[config.mk]
export PLATFORM = sky130hd
export DESIGN_NAME = hazard_ctrl
export DESIGN_NICKNAME = d
export VERILOG_FILES = /design/src/rtl/hazard_ctrl.sv
export SDC_FILE = /design/constraint.sdc
export NUM_CORES = 1
export LEC_CHECK = 0
export ABC_AREA = 1
export BUFFER_PORTS_ARGS = -buffer_cell sky130_fd_sc_hd__buf_2
export CORE_ASPECT_RATIO = 0.5
export CORE_MARGIN = 3
export CORE_UTILIZATION = 55
export DETAILED_ROUTE_END_ITERATION = 7
export PLACE_DENSITY = 0.89
export SYNTH_ARGS = -nofsm -noshare
export SYNTH_HDL_FRONTEND = slang
export SYNTH_SLANG_ARGS = --single-unit
[constraint.sdc]
create_clock -name clk -period 2.9 [get_ports clk]
set_clock_uncertainty 0.1 [all_clocks]
set_input_delay 0.145 -clock clk [delete_from_list [all_inputs] [get_ports clk]]
set_output_delay 0.145 -clock clk [all_outputs]
set_load 0.005 [all_outputs]
[src/rtl/hazard_ctrl.sv]
// Hazard and bypass controller for an in-order pipeline of DEPTH stages.
// Tracks in-flight writers, issues registered bypass selects, load-use stalls and redirect kills.
module hazard_ctrl #(
    parameter int DEPTH    = 3,
    parameter int LOAD_LAT = 1,
    parameter int AW       = 5,
    parameter int CNT_W    = 16,
    localparam int FW      = $clog2(DEPTH + 1)
) (
    input  logic             clk,
    input  logic             reset,
    input  logic             id_valid,
    input  logic [AW-1:0]    id_rs1,
    input  logic [AW-1:0]    id_rs2,
    input  logic             id_rs1_used,
    input  logic             id_rs2_used,
    input  logic [AW-1:0]    id_rd,
    input  logic             id_rd_we,
    input  logic             id_is_load,
    input  logic             x_redirect,
    output logic             stall,
    output logic [FW-1:0]    fwd_a,
    output logic [FW-1:0]    fwd_b,
    output logic             x_valid,
    output logic             rf_we,
    output logic [CNT_W-1:0] stall_cnt
);

    function automatic logic [CNT_W-1:0] sat_inc(input logic [CNT_W-1:0] c);
        return (&c) ? c : c + 1'b1;
    endfunction

    // Scoreboard entry k describes the instruction currently in stage Sk.
    logic [DEPTH-1:1] ent_v;
    logic [DEPTH-1:1] ent_we;
    logic [DEPTH-1:1] ent_ld;
    logic [AW-1:0]    ent_rd [1:DEPTH-1];

    logic [FW-1:0]    sel_a, sel_b;
    logic             busy_a, busy_b;
    logic             accept;
    logic [FW-1:0]    fwd_a_p1, fwd_b_p1;
    logic             rf_we_p1;
    logic [CNT_W-1:0] cnt_p1;

    // Walk oldest to youngest so the youngest producer overrides older ones.
    always_comb begin
        sel_a  = '0;
        busy_a = 1'b0;
        sel_b  = '0;
        busy_b = 1'b0;
        for (int k = DEPTH - 1; k >= 1; k--) begin
            if (ent_v[k] && ent_we[k] && (ent_rd[k] == id_rs1) &&
                (id_rs1 != '0) && id_rs1_used) begin
                sel_a  = FW'(k + 1);
                busy_a = ent_ld[k] && (k < 1 + LOAD_LAT);
            end
            if (ent_v[k] && ent_we[k] && (ent_rd[k] == id_rs2) &&
                (id_rs2 != '0) && id_rs2_used) begin
                sel_b  = FW'(k + 1);
                busy_b = ent_ld[k] && (k < 1 + LOAD_LAT);
            end
        end
    end

    // A redirect kills the S0 instruction, so it never also stalls.
    assign stall  = reset & id_valid & ~x_redirect & (busy_a | busy_b);
    assign accept = id_valid & ~stall & ~x_redirect;

    // S0 -> S1 boundary: control state, cleared by reset.
    always_ff @(posedge clk or negedge reset) begin
        if (!reset) begin
            ent_v    <= '0;
            fwd_a_p1 <= '0;
            fwd_b_p1 <= '0;
            rf_we_p1 <= 1'b0;
            cnt_p1   <= '0;
        end else begin
            ent_v    <= {ent_v[DEPTH-2:1], accept};
            fwd_a_p1 <= accept ? sel_a : '0;
            fwd_b_p1 <= accept ? sel_b : '0;
            rf_we_p1 <= ent_v[DEPTH-2] & ent_we[DEPTH-2] & (ent_rd[DEPTH-2] != '0);
            if (stall) begin
                cnt_p1 <= sat_inc(cnt_p1);
            end
        end
    end

    // Entry payload is only meaningful under ent_v, so it carries no reset.
    always_ff @(posedge clk) begin
        ent_we <= {ent_we[DEPTH-2:1], id_rd_we};
        ent_ld <= {ent_ld[DEPTH-2:1], id_is_load};
        ent_rd[1] <= id_rd;
        for (int k = 2; k <= DEPTH - 1; k++) begin
            ent_rd[k] <= ent_rd[k-1];
        end
    end

    assign fwd_a     = fwd_a_p1;
    assign fwd_b     = fwd_b_p1;
    assign x_valid   = ent_v[1];
    assign rf_we     = rf_we_p1;
    assign stall_cnt = cnt_p1;

endmodule

# Word-level counts from Yosys, hierarchy flattened
# Memories as Yosys holds them, arrays and structs flattened.
# Cells that the tools add are included.
# op_classes
n_eq_ne	4
addsub	1
n_reduce_logical	19
n_bitwise	11
n_mux	8
# op_table
cell	count
equality test 5 bit	4
adder 16 x 1 -> 16 bit, second input constant	1
AND reduction 16 bit	1
nonzero test 5 bit	3
logical AND 1 bit	14
2-to-1 mux 2 bit	6
bitwise AND 1 bit	7
NOT 1 bit	3
2-to-1 mux 1 bit	2
AND reduction 2 bit	1
OR 1 bit	1
# word_totals
n_memories	1
word_cells	51
register_bits	26
ramBits	10
# mem_list
name	depth	width	rd	rd_ports_with_merged_regs	wr	line_no	rtl
ent_rd	2	5	2	0	2	37	logic [AW-1:0] ent_rd [1:DEPTH-1];

# Logic depth before layout (Yosys ltp)
# depth
word_depth	11
ltp_mapped	11
mapped_depth_nobuf	11

# Least setup slack after synthesis
# Ideal clock, no wire load.
# synth_path
path_type	flip-flop to flip-flop
from	register cnt_p1[0] (netlist: stall_cnt[0])
to	register cnt_p1[13] (netlist: stall_cnt[13])
setup_time_ps	117
path_slack_ps	1308
synth_period_minus_slack_ps	1592
required_ps	2683
path_stages_with_launch	12
t_arrival_ps	1374
cell_sequence	dfrtp_1 -> ha_1 -> nand2_1 -> nor2_2 -> nand2_1 -> nor2_2 -> nand2_2 -> nand2_2 -> nor2_1 -> nand3_2 -> nand2_1 -> nand2_1
# synth_between
elab_chain_len	3
elab_cells_between_ends	4
classes_between	1 x add/sub; 1 x bitwise; 2 x reduce/logical
# synth_rtl
item	line_no	rtl
start, declared	44	logic [CNT_W-1:0] cnt_p1;
start signal, assigned	84	cnt_p1 <= sat_inc(cnt_p1);
parallel branches: the longest is 3 deep, another holds adder 16 x 1 -> 16 bit	-	
# Several ways; the timed one is not identified.
# A chain may end at the register's enable or synchronous reset.

# Final worst setup path
# layout_path
from	register ent_v[1] (netlist name)
to	output stall
# layout_between
elab_chain_len	7
elab_cells_between_ends	11
classes_between	2 x mux; 2 x bitwise; 7 x reduce/logical
# layout_rtl
item	line_no	rtl
start, declared	34	logic [DEPTH-1:1] ent_v;
start signal, assigned	79	ent_v <= {ent_v[DEPTH-2:1], accept};
logical AND 1 bit *	53, 58	
logical AND 1 bit (on tied branches) (2 in series)	53, 58	
logical AND 1 bit (on tied branches)	54, 59	
2-to-1 mux 1 bit (on tied branches)	53, 58	
OR 1 bit *	67	assign stall = reset & id_valid & ~x_redirect & (busy_a | busy_b);
bitwise AND 1 bit *	67	
end, declared	21	output logic stall,
# Mark *: on every way between the ends. The rest lies on a longest branch, timed or not.

==> results.toml <==
[global_route]
grt_max_degree = 32
grt-ovfl-total = 0
grt_pass1_vias = 1841
antenna_found_initial = 0
grt_pass1_wl_um = 7890
grtUsageTotal_pct = 22.0

[yosys]
yosysTopAreaCellShare_pct = 29.2
yosysMostFrequentCell = "nand2_1"
synth_common_cells = "67 x nand2_1, 40 x inv_1, 35 x nor2_1"
ys_seq_elements = 36
synth_cell_types = 27
synth_top_cells_by_area = "dfrtp_1 29%, dfxtp_1 13%, nand2_1 13%"
synth-edff-count = 0
syn_avg_cell_area_um2 = 7.42
synth_top_cell_by_area = "dfrtp_1"
synthesis.nets = 290
yosys_warnings = 0
ys_seq_area_share_pct = 42.3
async_reset_ff_share_pct = 63.9
ys_dominant_reg_cell = "dfrtp_1"
synth_cells = 266
netlist_area_mm2 = 0.00197

[die]
start_util_pct = 61.6
rows = 14
core_area_mm2 = 0.00321
fp.dieW_um = 90.7
die_area_mm2 = 0.00439
pin_count = 46
die_y_um = 48.4

[critical_path]
worstPathMaxFanout = 31
ff2ff_setup_slack_ns = 1.09
worstPathRequired_ns = 2.65
rr_worst_depth = 11
r2r_end = "stall_cnt[9]"
crit_arrival_ns = 1.88
worstSetupStartpointType = "register"
cp-startpoint = "ent_v[1]"
rr_startpoint = "stall_cnt[0]"
path_class = "reg2out"
worstSetupEndpoint = "stall"
end_kind = "output pin"

[sta]
rsz0062_at_grt = "false"
timing.fmax_ghz = 0.471
period_needed_ns = 2.12
tightestPinTransition_ns = 0.613
setup_viol = 0
timing.final.hold_violations = 0
whs_ns = 0.0496
finalSetupTns_ns = 0
slew_headroom_pct = 59.1
finalCritPeriodShare_pct = 73.2
setup_ws_ns = 0.776
final_max_slew_viol_count = 0

[clock_tree]
cts_buffer_depth = 2
clock_sinks = 36
cts_buffers = 5
cts_root_buf = "clkbuf_8"
ctsResizeCount = 0
clk_latency_ns = 0.29
cts_tree = "done"
clk_pin_slew_ns = 0.07
htreeDepth = 2

[placement]
place_ws_ns = 1.11
place_area_mm2 = 0.00223
gp_congestion = 0.927
dp_hpwl_um = 3270
numPortBuffers = 45

[hold_path]
hold_class = "in2reg"
min_delay_path_depth = 3

[layout]
design_area_mm2 = 0.00242
seqCellArea_um2 = 836
fillers = 250
final_nets = 346
area_growth_pct = 22.6
multiInputGateArea_um2 = 938
drive_gt1_share_pct = 23.2
antennaDiodeCount = 0

[drt]
wl_met2_um = 2270
drt-met1-wl_um = 1960
wl_met3_um = 286
via_count = 1902
drc = 0
dr.first_iter.drc_count = 68
via_per_inst = 5.13
drt_wl_total_um = 4560
drtPass1Iterations = 4
ant_nets = 0
wl_per_cell_um = 12.3
top_layer_used = "met4"

[power_and_ir_drop]
powerDensity_mw_per_mm2 = 434
leakagePower_nw = 1.21
vdd_ir_drop_max_uv = 307

[flow_run]
max-cap-violations = 0

[status]
outcome = "complete, no violations"
state kept, by name, summed over array words and instances (netlist names):
| signal | flops |
|---|---|
| rf_we | 1 |
| fwd_a | 2 |
| stall_cnt | 16 |
| ent_v | 2 |
| fwd_b | 2 |
| ent_ld | 1 |
| ent_we | 2 |
| ent_rd | 10 |
final cells by class:
type,instances,share of cell area [%]
multi-input combinational,182,38.8
sequential,36,34.5
timing repair buffer,55,13.2
inverter,42,6.51
clock buffer,6,3.00
tap,48,2.48
clock inverter,2,1.45
cells in the final DEF, fill, tap and decap left out, drive strengths merged, types with 4 or more instances in the layout:
master       count
nor3             4
nand3           25
a21oi            4
inv             42
clkbuf           6
dfxtp           13
buf             47
dfrtp           23
nand4           17
dlygate4sd3      8
xnor2           12
nor2            38
nand2           73
worst max-delay path, stage by stage (launching register included):
cell     delay (ns)
dfrtp_1        0.38
nand2_1        0.12
nor2_1         0.12
nand3_1        0.09
nor2_1         0.18
nand2_2        0.10
nand2_4        0.29
nand2_2        0.13
inv_1          0.07
buf_2          0.10
how the worst min path moves through the flow:
stage | startpoint | endpoint | slack [ns]
floorplan | reset | ent_v[1] | -0.25
global placement | reset | fwd_a[0] | 0.06
detailed placement | reset | fwd_a[0] | 0.07
CTS | id_valid | fwd_b[0] | 0.05
global route | id_valid | fwd_a[1] | 0.06
finish | id_valid | fwd_b[0] | 0.05
cells by family (layout without fill, tap and decap cells):
logic type	Yosys count	in the layout	synth area share, %
simple gates	162	162	39.2
buf+inv	48	105	10.3
flops	36	36	42.3
xor+xnor	13	13	5.77
compound gates	6	6	1.77
fa+ha+maj	1	1	0.634
metrics by stage:
| step | cells | power, mW | utilization (%) |
|---|---|---|---|
| finish | 371 | 1.05 | 75.5 |
| global placement | 355 | 0.607 | 69.6 |
| floorplan | 266 | 0.572 | - |
| detailed placement | 355 | 0.610 | 69.6 |
| global route | 371 | 1.09 | 75.5 |
| CTS | 371 | 1.05 | 75.5 |
power by group:
group | internal (mW) | total [mW] | switching [mW]
Clock | 0.255 | 0.440 | 0.185
Sequential | 0.511 | 0.522 | 0.0104
Combinational | 0.0415 | 0.0882 | 0.0467
per-layer routing:
metal / up-vias / track usage [%]
met1: 886 / 25.4
met2: 66 / 37.8
met5: - / 0
met4: 0 / 9.39
met3: 7 / 7.12
li1: 943 / -
repair_timing:
item,CTS,global route
endpoints found under the setup margin,0,0
endpoints found under the hold margin,30,0
hold buffers,8,0
buffers inserted,0,0
No activity file was read; power rests on OpenSTA's default activity.
